`config.mk`:
```
export PLATFORM = sky130hd
export DESIGN_NAME = const_field_assembler
export DESIGN_NICKNAME = d
export VERILOG_FILES = /design/src/rtl/const_field_assembler.sv
export SDC_FILE = /design/constraint.sdc
export NUM_CORES = 1
export LEC_CHECK = 0
export ABC_CLOCK_PERIOD_IN_PS = 3700
export CAP_MARGIN = 20
export CORE_ASPECT_RATIO = 1.4
export CORE_MARGIN = 5
export CORE_UTILIZATION = 40
export DETAILED_ROUTE_END_ITERATION = 7
export DONT_BUFFER_PORTS = 1
export GPL_TIMING_DRIVEN = 0
export PLACE_DENSITY = 0.56
export SLEW_MARGIN = 10
export SYNTH_ARGS = -nofsm -noshare
export SYNTH_HDL_FRONTEND = slang
export SYNTH_SLANG_ARGS = --single-unit
```
`constraint.sdc`:
```
create_clock -name clk -period 3.7 [get_ports clk]
set_input_delay 0 -clock clk [delete_from_list [all_inputs] [get_ports clk]]
set_output_delay 0 -clock clk [all_outputs]
set_load 0.005 [all_outputs]
```
`src/rtl/const_field_assembler.sv`:
```
// const_field_assembler: gathers little-endian instruction bytes into a sign- or zero-extended constant
module const_field_assembler #(
    parameter int MQ_N      = 4,
    parameter int IMM_W     = 64,
    parameter int MAX_BYTES = 8,
    parameter int SW        = $clog2(MAX_BYTES + 1)
) (
    input  logic             clk,
    input  logic             rst,
    input  logic             start,
    input  logic [SW-1:0]    start_size,
    input  logic [MQ_N-1:0]  start_to,
    input  logic             start_sext,
    input  logic             byte_valid,
    input  logic [7:0]       byte_data,
    output logic             byte_ready,
    output logic             out_valid,
    input  logic             out_ready,
    output logic [IMM_W-1:0] out_value,
    output logic [MQ_N-1:0]  out_to,
    output logic [SW-1:0]    out_nbytes,
    output logic             busy,
    output logic             err
);
    typedef enum logic [1:0] {IDLE, COLLECT, HOLD} state_t;

    state_t            state_q;
    logic [SW-1:0]     size_q;
    logic [SW-1:0]     cnt_q;
    logic [MQ_N-1:0]   to_q;
    logic              sext_q;
    logic              err_q;
    logic [IMM_W-1:0]  acc_q;
    logic [IMM_W-1:0]  val_q;
    logic [IMM_W-1:0]  acc_d;
    logic [IMM_W-1:0]  mask_d;
    logic [IMM_W-1:0]  val_d;
    logic [SW+2:0]     nbits_d;
    logic              sign_d;
    logic              last_d;

    // Drop the incoming byte into its lane and form the extended result used when the field completes
    always_comb begin
        acc_d   = acc_q | (IMM_W'(byte_data) << {cnt_q, 3'b000});
        nbits_d = {size_q, 3'b000};
        mask_d  = ~({IMM_W{1'b1}} << nbits_d);
        sign_d  = sext_q & (|(acc_d & (IMM_W'(1) << (nbits_d - (SW+3)'(1)))));
        val_d   = sign_d ? (acc_d | ~mask_d) : (acc_d & mask_d);
        last_d  = (cnt_q + SW'(1)) == size_q;
    end

    assign byte_ready = state_q == COLLECT;
    assign out_valid  = state_q == HOLD;
    assign busy       = state_q != IDLE;
    assign err        = err_q;
    assign out_value  = val_q;
    assign out_to     = to_q;
    assign out_nbytes = cnt_q;

    // Field sequencing: accept a start, collect bytes until the latched size is reached, then hold the result
    always_ff @(posedge clk or posedge rst) begin
        if (rst) begin
            state_q <= IDLE;
            size_q  <= '0;
            cnt_q   <= '0;
            to_q    <= '0;
            sext_q  <= 1'b0;
            err_q   <= 1'b0;
            acc_q   <= '0;
            val_q   <= '0;
        end else begin
            err_q <= 1'b0;
            case (state_q)
                IDLE: if (start) begin
                    if (start_size > SW'(MAX_BYTES)) begin
                        err_q <= 1'b1;
                    end else begin
                        size_q  <= start_size;
                        to_q    <= start_to;
                        sext_q  <= start_sext;
                        acc_q   <= '0;
                        cnt_q   <= '0;
                        val_q   <= '0;
                        state_q <= (start_size == '0) ? HOLD : COLLECT;
                    end
                end
                COLLECT: if (byte_valid) begin
                    acc_q <= acc_d;
                    cnt_q <= cnt_q + SW'(1);
                    if (last_d) begin
                        val_q   <= val_d;
                        state_q <= HOLD;
                    end
                end
                HOLD: if (out_ready) state_q <= IDLE;
                default: state_q <= IDLE;
            endcase
        end
    end
endmodule

```
## After elaboration in Yosys (flattened, before gate mapping)

Index checks and enable logic that the tools add are counted.

| word-level totals | value |
|---|---|
| bits in registers | 144 |
| input port bits | 22 |

| cells by class | value |
|---|---|
| add/subtract/negate cells | 2 |
| $lt $le $gt $ge | 1 |
| equality and inequality tests | 8 |
| shifts and indexed selects | 3 |
| multiplexer cells | 22 |
| bitwise operators | 8 |
| reduce and logical (&&, ||, !) cells | 9 |

Operators by type and width:

| kind | number |
|---|---|
| 64-bit two-way mux | 6 |
| 64-bit one-hot mux with 2 select lines | 2 |
| 64-bit bitwise AND | 2 |
| 64-bit NOT | 2 |
| 64-bit bitwise OR | 2 |
| 64-bit OR reduction | 1 |
| 1-bit by 7-bit << shifter with 64-bit output, first input constant | 1 |
| 64-bit by 7-bit << shifter with 64-bit output, first input constant | 1 |
| 8-bit by 7-bit << shifter with 64-bit output | 1 |
| 2-bit two-way mux | 6 |
| 4-bit two-way mux | 3 |
| 5-bit AND reduction | 2 |
| 4-bit one-hot mux with 2 select lines | 1 |
| 7-bit by 1-bit subtractor with 7-bit output, second input constant | 1 |
| 2-bit != test, second input constant | 3 |
| 2-bit one-hot mux with 3 select lines | 1 |
| 4-bit by 1-bit adder with 4-bit output, second input constant | 1 |
| 4-bit equality test | 1 |
| 4-bit > comparator, second input constant | 1 |
| 4-bit zero test | 1 |
| 2-bit by 1-bit != test with 1-bit output, second input constant | 2 |
| 4-bit AND reduction | 1 |
| 2-bit nonzero test | 2 |
| 1-bit two-way mux | 3 |
| other kinds (6) | 6 |

## Longest topological paths before layout

| logic depth | value |
|---|---|
| word-level depth | 9 |
| gate-level depth with buffers | 11 |
| gate-level depth less buffers | 8 |

## Worst setup path before layout

OpenSTA, ideal clock, no wires.

| timing | value |
|---|---|
| kind | reg-to-reg |
| from | register size_q[2] |
| to | register val_q[24] (netlist: out_value[24]) |
| setup time | 0.080 ns |
| arrival time | 2.034 ns |
| data required time | 3.620 ns |
| slack | 1.586 ns |
| cell stages (with the launch flop) | 10 |
| clock period less this slack | 2.114 ns |
| cells stage by stage | dfrtp_1 buf_2 inv_1 ha_1 or4b_1 o2111ai_2 nor2_1 buf_4 buf_4 o21ai_1 |

| on the way | value |
|---|---|
| longest elaborated chain between the ends | 9 |

Ends and longest elaborated chain:

| item | line | text |
|---|---|---|
| start, declared | 28 | `logic [SW-1:0] size_q;` |
| start signal, assigned | 78 | `size_q <= start_size;` |
| 7-bit by 1-bit subtractor with 7-bit output | 47 | `sign_d = sext_q & (\|(acc_d & (IMM_W'(1) << (nbits_d - (SW+3)'(1)))));` |
| 1-bit by 7-bit << shifter with 64-bit output | 47 |  |
| 64-bit bitwise AND | 47 |  |
| 64-bit OR reduction | 47 |  |
| 1-bit bitwise AND | 47 |  |
| 64-bit two-way mux | 48 | `val_d = sign_d ? (acc_d \| ~mask_d) : (acc_d & mask_d);` |
| 64-bit two-way mux | 90 | `if (last_d) begin` |
| 64-bit two-way mux | 87 | `COLLECT: if (byte_valid) begin` |
| 64-bit one-hot mux with 2 select lines | 73 | `case (state_q)` |
| end signal, assigned | 91 | `val_q <= val_d;` |
| end, declared | 34 | `logic [IMM_W-1:0] val_q;` |

Several ways; a longest one is shown, not always the timed one. The select of a mux whose other input is x is not followed.
A chain may end at the register's enable or synchronous reset.

## Worst setup path after layout

| timing | value |
|---|---|
| from | register cnt_q[0] (netlist: out_nbytes[0]) |
| to | register val_q[31] (netlist: out_value[31]) |

| on the way | value |
|---|---|
| longest elaborated chain between the ends | 9 |

Ends and longest elaborated chain:

| item | line | text |
|---|---|---|
| start, declared | 29 | `logic [SW-1:0] cnt_q;` |
| start signal, assigned | 89 | `cnt_q <= cnt_q + SW'(1);` |
| 8-bit by 7-bit << shifter with 64-bit output | 44 | `acc_d = acc_q \| (IMM_W'(byte_data) << {cnt_q, 3'b000});` |
| 64-bit bitwise OR | 44 |  |
| 64-bit bitwise AND | 47 |  |
| 64-bit OR reduction | 47 |  |
| 1-bit bitwise AND | 47 |  |
| 64-bit two-way mux | 48 |  |
| 64-bit two-way mux | 90 |  |
| 64-bit two-way mux | 87 |  |
| 64-bit one-hot mux with 2 select lines | 73 |  |

Several ways; a longest one is shown, not always the timed one. The select of a mux whose other input is x is not followed.

==> summary.md <==
| Metric | Value |
|---|---|
| Status | completed |
| Largest net degree at the start of global routing | 35 |
| Final worst setup slack | around 1100 ps |
| RSZ-0062 raised after global routing | no |
| Max Root-Sink Buffers | 2 |
| DRT antenna net count | 0 |
| Max-cap violations | 0 |
| R2R Path End | out_value[31] |
| Max FO, Critical Path | 10 |
| Crit-path cells | buf_4 -> nand3_1 -> xnor2_1 -> nor3_2 -> nor2_4 -> clkbuf_1 -> a2bb2oi_1 -> o21ai_0 |
| TritonCTS buffer count | 17 |
| Peak VDD IR | 0.349 mV |
| Synthesized-area fraction occupied by adder cells | 0.00558 |
| Ys flop type | dfrtp_1 |
| Die Ht | roughly 160 um |
| Top cells by count, synth | 144 x dfrtp_1, 89 x a21oi_1, 50 x nor2_1, 41 x a31oi_1, 39 x nand2_1 |
| DR pass1 iterations | 5 |
| Avg Inst Size Synth | about 9.9 um2 |
| Row count | 56 |
| Distinct cell type count after synthesis | 58 |
| Top-count cell post-synth | dfrtp_1 |
| Clk sinks | between 100 and 150 |
| Sequential power share | 0.353 |
| WS Path Type | reg -> reg |
| Final slew viol count | 0 |
| Main combinational cell family by area after synthesis | compound AO/OA/AOI/OAI gates |
| CP Launch Point | out_nbytes[0] |
| Leading area contributor after synthesis | dfrtp_1 |
| CP Launch Type | register |
| Setup Skew | 13.9 ps |
| Mapped cell area | about 6700 um2 |
| Layout cells sized above 1 | 0.125 |
| PD cells | 882 nW/um2 |
| Post-layout min period | between 2000 and 3000 ps |
| Worst slew margin | 0.233 |
| Core area | approximately 17000 um2 |
| I/O pin total | 98 |
| Reg2reg start | out_nbytes[0] |
| Slew @ Worst Pin | ~1100 ps |
| Clk slew on worst S/H paths | 60 ps |
| Final Cycle Share | 0.694 |
| Vias in the first global route | 5753 |
| Hold WC Path Type | in -> reg |
| Via-to-Cell Ratio | slightly above 6 |
| Synth Area in Compound Gates | 0.251 |
| CTS tree | yes |
| Input/output buffers | 0 |
| Switch share | 0.413 |
| Part of the power in combinational logic | 0.393 |
| Top cells by area, synth | dfrtp_1 54%, a21oi_1 6.6%, a31oi_1 3.8% |
| Cells after Synth | slightly below 700 |
| Clock tree root buffer cell | clkbuf_16 |
| Synthesized flop and latch total | 144 |
| Slowest cell on crit path | clkbuf_1 |
| Final setup fails | 0 |
| Antenna diode count | 0 |
| Die width | 120 um |
| Sequential area share after synthesis | 0.536 |
| Worst R2R Path Depth | 8 |
| Vias after detailed routing | 5673 |
| CP endpoint | out_value[31] |
| Clk_lat worst skew | ~430 ps |
| Cell Int Power | approximately 0.0041 W |
| DP Worst Slack | 1170 ps |
| Crit-path max cell delay | ~540 ps |
| # nets final | roughly 750 |
| Achievable clock frequency | around 0.4 GHz |
| Initial antenna violation count | 0 |
| Reg2reg setup slack | 1130 ps |
| Synth top area share | 0.536 |
| Worst Setup End Kind | register |
| Req. time, crit path | a little over 4000 ps |
| Gpl congestion | 0.921 |
| Area delta synth->final | 16.8% |
| Synth Area in Simple Gates | 0.128 |
| Hold-fix buffers, CTS | 19 |
| WP data arrival | slightly below 3000 ps |
| Post-synth EDFFs | 0 |
| Global-route usage over all layers | 0.225 |
| Post-CTS setup buffers | 0 |
| Net Count, Synth | 706 |
| Cts repair resizes | 0 |
| Clock power share | 0.254 |
| Gr ovfl total | 0 |
| Final total power | 0.00693 W |
| CTS H-Tree Depth | 4 |
| Die area | 19500 um2 |
| Starting DRT DRC Count | 449 |
| Total Wirelength | 21.5 mm |
| Post-synthesis mux area share | 0.0115 |
| Post-synthesis xor/xnor area fraction | 0.0112 |
| Hold Fails Final Rpt | 0 |
| Asr flop ratio synth | 1.00 |
| Leakage power | 3.39 nW |
| Yosys warning total | 0 |
| Post-route setup TNS | 0 ps |
| First-pass GRT wire length | 33.7 mm |
| Drt drc | 0 |
| Initial Util | 0.403 |
| Psw | 0.00287 W |
| HPWL Detailed | 15.2 mm |
| WL per Instance | 22.9 um |
==> cell type report <==
| cell class | instances | area [um2] |
|---|---|---|
| clock buffer | 19 | 453 |
| buffer | 65 | 354 |
| fill | 1601 | 8820 |
| tap | 203 | 254 |
| clock inverter | 13 | 151 |
| multi-input combinational | 464 | 2740 |
| sequential | 144 | 3600 |
| timing repair buffer | 23 | 270 |
| inverter | 8 | 33.8 |
==> state kept, by name, summed over array words and instances, names as in the netlist <==
signal and count:
acc_q 64, out_value 64, out_nbytes 4, out_to 4, size_q 4, state_q 2
err 1, sext_q 1
==> power groups by stage <==
stage | clock network (W) | logic, W | registers (W)
floorplan | 0 | 0.00199 | 0.00234
global placement | 0 | 0.00260 | 0.00246
detailed placement | 0 | 0.00267 | 0.00247
CTS | 0.00179 | 0.00271 | 0.00245
global route | 0.00185 | 0.00299 | 0.00250
finish | 0.00176 | 0.00272 | 0.00244
==> cell families (layout without fill, tap and decap cells) <==
family / count (synthesis) / in the layout
simple gates: 178 / 178
xor+xnor: 7 / 7
mux: 7 / 7
flops: 144 / 144
buf+inv: 73 / 128
compound gates: 269 / 269
fa+ha+maj: 3 / 3
==> worst max-delay path: cells and delay by family, from the launching register on <==
| kind | cells | cell delay (ps) |
|---|---|---|
| flip-flops | 1 | 530 |
| XOR/XNOR | 1 | 330 |
| buffers and inverters | 2 | 790 |
| AO/OA/AOI/OAI | 2 | 240 |
| AND/OR/NAND/NOR | 3 | 580 |
==> per-layer routing <==
| layer | GRT usage | up-vias | wire length (um) |
|---|---|---|---|
| met3 | 0.0589 | 40 | 1710 |
| met4 | 0.0865 | 0 | 624 |
| met1 | 0.264 | 2808 | 7980 |
| li1 | - | 2604 | - |
| met5 | 0 | - | 0 |
| met2 | 0.394 | 221 | 11200 |
==> worst min-delay path by stage <==
| stage | start | end | cells after the start |
|---|---|---|---|
| 3_3_place_gp | start_size[1] | size_q[1] | 2 |
| 3_5_place_dp | rst | out_value[42] | 1 |
| 2_1_floorplan | start_size[1] | size_q[1] | 2 |
| 4_1_cts | byte_valid | out_nbytes[3] | 4 |
| 6_report | byte_valid | out_nbytes[3] | 4 |
| 5_1_grt | byte_data[3] | out_value[35] | 4 |
==> placed cells by master (no fill, tap or decap), types with 4 or more instances in the layout <==
master         count
clkinvlp_4         5
buf_2             22
inv_6              5
buf_1              4
a31oi_1           41
clkbuf_16         17
a2bb2oi_1          8
a22o_1            14
nand2_1           39
nor2_1            50
dfrtp_1          144
buf_4              4
nand2b_1           4
o21ai_1           26
buf_6              9
a21oi_1           89
a211o_1           14
nand3_1           24
o21ai_0           34
o211ai_1           7
inv_1              6
buf_12             4
nor2b_1            5
a32oi_1           14
o31ai_1            5
dlygate4sd3_1     19
clkbuf_1          26
mux2_2             6
nor3_1            37
==> per-stage QoR <==
stage / cells / util / hold WS [ps] / instance area (um2)
final: 939 / 0.471 / 26.4 / 7860
after global routing: 939 / 0.471 / 20.2 / 7860
after global placement: 884 / 0.419 / 129 / 6980
after detailed placement: 888 / 0.424 / -3.23 / 7060
after CTS: 939 / 0.471 / 15.0 / 7860
after floorplan: 681 / - / 117 / 6730
No activity file was read; power rests on OpenSTA's default activity.
